[src/rtl/rv32e_io_port.sv]
// Memory-mapped GPIO port: synchronized input pins with change flag/interrupt,
// and a software-driven output register with set/clear/toggle aliases.
module rv32e_io_port #(
    parameter int WIDTH       = 8,
    parameter int SYNC_STAGES = 2
) (
    input  logic             clk,
    input  logic             reset,
    input  logic [4:0]       addr,
    input  logic             wr_en,
    input  logic [31:0]      wr_data,
    input  logic             rd_en,
    output logic [31:0]      rd_data,
    output logic             rd_valid,
    output logic             irq,
    input  logic [WIDTH-1:0] i,
    output logic [WIDTH-1:0] o
);

    localparam logic [2:0] REG_IN     = 3'd0;
    localparam logic [2:0] REG_OUT    = 3'd1;
    localparam logic [2:0] REG_SET    = 3'd2;
    localparam logic [2:0] REG_CLR    = 3'd3;
    localparam logic [2:0] REG_TGL    = 3'd4;
    localparam logic [2:0] REG_STATUS = 3'd5;
    localparam logic [2:0] REG_CTRL   = 3'd6;

    logic [SYNC_STAGES-1:0][WIDTH-1:0] sync_q, sync_d;
    logic [WIDTH-1:0] in_prev_q, in_prev_d;
    logic [WIDTH-1:0] o_q, o_d;
    logic             chg_q, chg_d;
    logic             irq_en_q, irq_en_d;
    logic             irq_q, irq_d;
    logic [31:0]      rd_data_q, rd_data_d;
    logic             rd_valid_q, rd_valid_d;

    logic [WIDTH-1:0] in_sync;
    logic [WIDTH-1:0] wdata;
    logic [2:0]       reg_sel;
    logic             change;
    logic             chg_clr;
    logic             unused_bits;

    assign in_sync     = sync_q[SYNC_STAGES-1];
    assign wdata       = wr_data[WIDTH-1:0];
    assign reg_sel     = addr[4:2];
    assign change      = (in_sync != in_prev_q);
    assign unused_bits = ^{addr[1:0], wr_data};

    always_comb begin
        sync_d[0] = i;
        for (int k = 1; k < SYNC_STAGES; k++) begin
            sync_d[k] = sync_q[k-1];
        end
        in_prev_d = in_sync;
    end

    always_comb begin
        o_d      = o_q;
        irq_en_d = irq_en_q;
        if (wr_en) begin
            unique case (reg_sel)
                REG_OUT:  o_d      = wdata;
                REG_SET:  o_d      = o_q | wdata;
                REG_CLR:  o_d      = o_q & ~wdata;
                REG_TGL:  o_d      = o_q ^ wdata;
                REG_CTRL: irq_en_d = wr_data[0];
                default:  ;
            endcase
        end
    end

    // A new change event always beats a clear arriving at the same edge.
    always_comb begin
        chg_clr = (rd_en && reg_sel == REG_IN) ||
                  (wr_en && reg_sel == REG_STATUS && wr_data[0]);
        chg_d   = change | (chg_q & ~chg_clr);
        irq_d   = chg_d & irq_en_d;
    end

    always_comb begin
        rd_valid_d = rd_en;
        rd_data_d  = rd_data_q;
        if (rd_en) begin
            rd_data_d = '0;
            unique case (reg_sel)
                REG_IN:     rd_data_d[WIDTH-1:0] = in_sync;
                REG_OUT:    rd_data_d[WIDTH-1:0] = o_q;
                REG_STATUS: rd_data_d[0]         = chg_q;
                REG_CTRL:   rd_data_d[0]         = irq_en_q;
                default:    ;
            endcase
        end
    end

    always_ff @(posedge clk) begin
        if (reset) begin
            sync_q     <= '0;
            in_prev_q  <= '0;
            o_q        <= '0;
            chg_q      <= 1'b0;
            irq_en_q   <= 1'b0;
            irq_q      <= 1'b0;
            rd_data_q  <= '0;
            rd_valid_q <= 1'b0;
        end else begin
            sync_q     <= sync_d;
            in_prev_q  <= in_prev_d;
            o_q        <= o_d;
            chg_q      <= chg_d;
            irq_en_q   <= irq_en_d;
            irq_q      <= irq_d;
            rd_data_q  <= rd_data_d;
            rd_valid_q <= rd_valid_d;
        end
    end

    assign o        = o_q;
    assign irq      = irq_q;
    assign rd_data  = rd_data_q;
    assign rd_valid = rd_valid_q;

endmodule

[config.mk]
export PLATFORM = sky130hd
export DESIGN_NAME = rv32e_io_port
export DESIGN_NICKNAME = d
export VERILOG_FILES = /design/src/rtl/rv32e_io_port.sv
export SDC_FILE = /design/constraint.sdc
export NUM_CORES = 1
export LEC_CHECK = 0
export CAP_MARGIN = 20
export CORE_ASPECT_RATIO = 1.2
export CORE_MARGIN = 3
export CORE_UTILIZATION = 29
export CTS_CLUSTER_SIZE = 28
export DETAILED_ROUTE_END_ITERATION = 16
export HOLD_SLACK_MARGIN = 0.12
export PLACE_DENSITY_LB_ADDON = 0.2
export SYNTH_ARGS = -nofsm -noshare
export SYNTH_HDL_FRONTEND = slang
export SYNTH_SLANG_ARGS = --single-unit
[constraint.sdc]
create_clock -name clk -period 4.2 [get_ports clk]
set_clock_uncertainty 0.05 [all_clocks]
set_input_delay 0.84 -clock clk [delete_from_list [all_inputs] [get_ports clk]]
set_output_delay 0.84 -clock clk [all_outputs]
set_load 0.02 [all_outputs]
Word level (Yosys, flattened, before mapping)
Cells that the tools add are included.
- add/subtract/negate cells: 0
- $mul: 0
- div/mod/pow operators: 0
- order comparisons: 0
- eq/ne operators: 7
- shift operators: 0
- muxes and demuxes: 5
- bitwise gates (word level): 8
- reductions and logical operators: 7
- operators with widths (operator ; number):
    $pmux W8 S4 ; 1
    $pmux W7 S2 ; 1
    $eq A3 B3 Y1 const B ; 3
    $and A8 B8 Y8 ; 1
    $ne A8 B8 Y1 ; 1
    $not A8 Y8 ; 1
    $or A8 B8 Y8 ; 1
    $xor A8 B8 Y8 ; 1
    $eq A3 B2 Y1 const B ; 2
    $pmux W1 S4 ; 1
    $reduce_bool A4 Y1 ; 1
    $eq A3 B1 Y1 const B ; 1
    $logic_and A1 B1 Y1 ; 3
    $logic_not A3 Y1 ; 1
    $and A1 B1 Y1 ; 2
    $mux W1 ; 2
    $reduce_and A2 Y1 ; 1
    $logic_or A1 B1 Y1 ; 1
    $not A1 Y1 ; 1
    $or A1 B1 Y1 ; 1
- register bits: 44
- bits in latches: 0
- memory bits (writable): 0
- ROM bits: 0
- bits of input ports: 49
- output and inout port bits: 42
- logic and storage cells: 36
- memories kept: 0

Depth between registers and ports, before layout
- word-level depth: 8
- gate-level depth with buffers: 6

Least setup slack after synthesis
OpenSTA, ideal clock, no wires.
- kind: input port to flip-flop
- from: in addr[3]
- to: reg o_q[1] (netlist: o[1])
- library setup time: 0.091 ns
- arrival: 1.950 ns
- required time: 4.059 ns
- path slack: 2.109 ns
- stages: 6
- cell sequence: buf_6 -> or3b_1 -> buf_2 -> a21boi_4 -> nor2_1 -> a311oi_1
- longest elaborated chain between the ends: 3
- elaborated cells between the ends (all ways): 7
- ends and longest elaborated chain (item ; line ; RTL):
    start: declaration ; 9 ; input logic [4:0] addr,
    $eq A3 B3 Y1, or another cell as far along ; 62 ; unique case (reg_sel)
    $reduce_bool A4 Y1 (no line) ; n/a ;
    $reduce_and A2 Y1 (no line) ; n/a ;
    end signal: assignment ; 100 ; o_q <= '0;
    end signal: assignment ; 109 ; o_q <= o_d;
    end: declaration ; 30 ; logic [WIDTH-1:0] o_q, o_d;
Several ways; a longest one is shown, not always the timed one.
A chain may end at the register's enable or synchronous reset.

Worst setup path after layout
- from: in addr[3]
- to: reg o_q[0] (netlist: o[0])
The elaborated chain is that of the path after synthesis.

==> results by group <==
Route
  • DR vias: ~1,700
  • Detailed Routing Iterations Pass 1: 4
  • Via density: 4.396
  • Initial DRC count: 77
  • Routed WL per cell: 11.90 um
  • DRC errors left: 0
  • Detail Route Antenna Nets: 0
  • WL final: about 4.5 mm

Worst setup path
  • WS Path Type: in -> reg
  • Critical path arrival: 2.84 ns
  • Crit Path Max Fanout: 19
  • CP endpoint kind: register
  • Required time worst endpoint: 4.35 ns
  • Worst setup SP type: primary input

Synthesis
  • Area leader, netlist: dfxtp_1
  • Share of the synthesized area in the top cell type: a little under 40%
  • Sequential element share of the synthesized area: 38.75%
  • Yosys cell types: 34
  • #FFs+latches synth: 44
  • Number of synthesized flops with an enable pin: 0
  • Mapped cell area: 0.002273 mm2
  • Post-Synthesis Cells: roughly 250
  • Synth Flop Type: dfxtp_1
  • Syn avg cell area: 8.951 um2
  • Warnings, synthesis: 0
  • Synth top area cells: dfxtp_1, ha_1, nor2b_1, buf_4, o21ai_0
  • Async SR Flop Fraction: 0%

Cells and area
  • Fillers: 782
  • Multi-input gate area: 0.001184 mm2
  • Finished Layout Cells: 381
  • Reg area: 880.8 um2
  • Layout Nets: approximately 360
  • Layout area overhead: 20.80%
  • # diodes: 0
  • Share of layout cells above drive strength 1: 4.467%

Timing
  • Setup ws final: 1.505 ns
  • Peak Freq: 371.1 MHz
  • Worst-Margin Slew: 0.6084 ns
  • Setup violators final: 0
  • Final Cycle Share: 64.17%
  • Slew HR: between 50 and 60%
  • Fin. Hold Viols: 0
  • Max Slew Vio Count: 0
  • Period minus WS final: 2.695 ns
  • RSZ-0062 raised after global routing: false
  • Hold Slack: between 0.3 and 0.4 ns
  • Setup_tns: 0 ns

Clocking
  • # resized after CTS: 0
  • Htree depth: 2
  • Setup Buffers After CTS: 0
  • CTS tree: built
  • Reg clk slew, reported paths: roughly 0.080 ns
  • Clock buffer count from CTS: 5
  • Post-CTS Hold Buffers: 0
  • Clk buf depth: 2
  • Clock Tree Root: clkbuf_8
  • CTS Sinks: 44
  • Worst-Skew Late Latency: 0.29 ns

Placed design
  • Input/output buffers: 40
  • Global placer's final weighted congestion: 0.7215
  • Pre-CTS WS: roughly 1.2 ns
  • Dpl hpwl: 3.328 mm
  • DP Cell Count: about 370

GRT
  • First-pass GRT wire length: 7.672 mm
  • Grt total ovfl: 0
  • Initial antenna violation count: 0
  • GRT Overall Usage: 10.73%
  • Largest net degree at the start of global routing: 41
  • Vias in the first global route: ~1,600

Outcome
  • Status: finished clean

Run
  • MaxCap Viol Count: 0

Pwr
  • P per Cell Area: around 320 mW/mm2
  • Peak supply drop: 186.6 uV
  • Tot Pwr: 0.8734 mW
  • LEAKAGE: 1.165 nW

Floorplanning
  • Initial Util: 30.54%
  • IO Count: just over 90
  • Die ar.: 0.008942 mm2
  • Num rows: 34
  • Die Span Y: slightly above 100 um
  • Chip width: 86.83 um
  • Core area: 0.007445 mm2

Min path
  • Worst hold path type: reg -> reg
## per-layer routing
layer  up-vias  share of wire (%)  track usage, %  wire length [um]
li1        877                  -               -                 -
met1       750                 47           13.26              2120
met2        44                 47           18.59              2150
met3         4                4.9           2.558               224
met4         0               0.84           2.878                38
met5         -                  0               0                 0
## cells in the mapped netlist (all sizes together) (2+ instances only)
master and number:
a2111oi 3, or4b 2, a31oi 5, buf 27, nor4 2, and2 4
o21ai 15, nor3b 2, nor2b 29, a22oi 5, nand3 7, nor2 18
o22ai 3, ha 16, a311oi 5, dfxtp 44, nand2 13, clkbuf 9
mux2i 6, o211a 3, nand2b 3, inv 16, xor2 8
## flip-flops by register name, indices dropped and copies added (netlist names)
name / cells
irq_en_q: 1
o: 8
rd_data: 8
chg_q: 1
irq: 1
rd_valid: 1
sync_d: 8
in_prev_q: 8
in_prev_d: 8
## metrics by stage
step                cell area, um2  util, %
global placement              2653    35.63
global route                  2746    36.89
detailed placement            2653    35.63
CTS                           2746    36.89
floorplan                     2360        -
finish                        2746    36.89
## logic make-up after synthesis
| logic type | synth area share (%) |
|---|---|
| other | 0.1649 |
| muxes | 2.642 |
| xor gates and xnor gates | 3.082 |
| and+or+nand+nor | 19.65 |
| DFF | 38.74 |
| buffers and inverters | 12.99 |
| adders and majority gates | 8.806 |
| AOI/OAI and AO/OA | 13.92 |
## worst max-delay path: stages
cell	delay (ns)
clkdlybuf4s50_1	0.72
or3b_1	0.64
a21boi_4	0.33
nor2_1	0.07
a311oi_1	0.23
## where the power goes
group	total, mW	switching, mW	leakage [nW]	internal (mW)
Sequential	0.450	0.0147	0.361	0.435
Combinational	0.152	0.0850	0.759	0.0666
Clock	0.272	0.138	0.0445	0.134
Total	0.873	0.238	1.16	0.635
## cell type report
class                   instances  share of cell area [%]
multi-input cells             181                   43.10
flip-flops and latches         44                   32.07
repair buffers                 42                   15.13
well taps                      90                   4.100
clock buffers                   7                   3.144
inverters                      16                   2.187
clock inverters                 1                  0.2733
## layout by cell type (no fill, tap or decap), types with 2 or more instances in the layout
master            n
nand2b_1          3
xor2_1            8
ha_1             16
nand3_1           7
or4b_2            2
conb_1           24
o22ai_1           3
dfxtp_1          44
a22oi_1           5
nor2_1           18
buf_4             2
nor4_1            2
inv_1            16
o211a_1           3
nand2_1          13
and2_1            4
nor2b_1          29
clkdlybuf4s50_1  40
a311oi_1          5
nor3b_1           2
a2111oi_0         3
mux2i_1           6
a31oi_1           5
clkbuf_8          6
o21ai_0          15
## final timing paths
kind         cells past startpoint                   from                       to  slack (ns)
min                              1  sync_d[14]$_SDFF_PP0_  in_prev_d[6]$_SDFF_PP0_        0.39
min reg2reg                      1  sync_d[14]$_SDFF_PP0_  in_prev_d[6]$_SDFF_PP0_        0.39
max                              5                addr[3]        o[0]$_SDFFE_PP0P_        1.51
max reg2reg                      6      o[5]$_SDFFE_PP0P_        o[5]$_SDFFE_PP0P_        2.67
No activity file was read; power rests on OpenSTA's default activity.
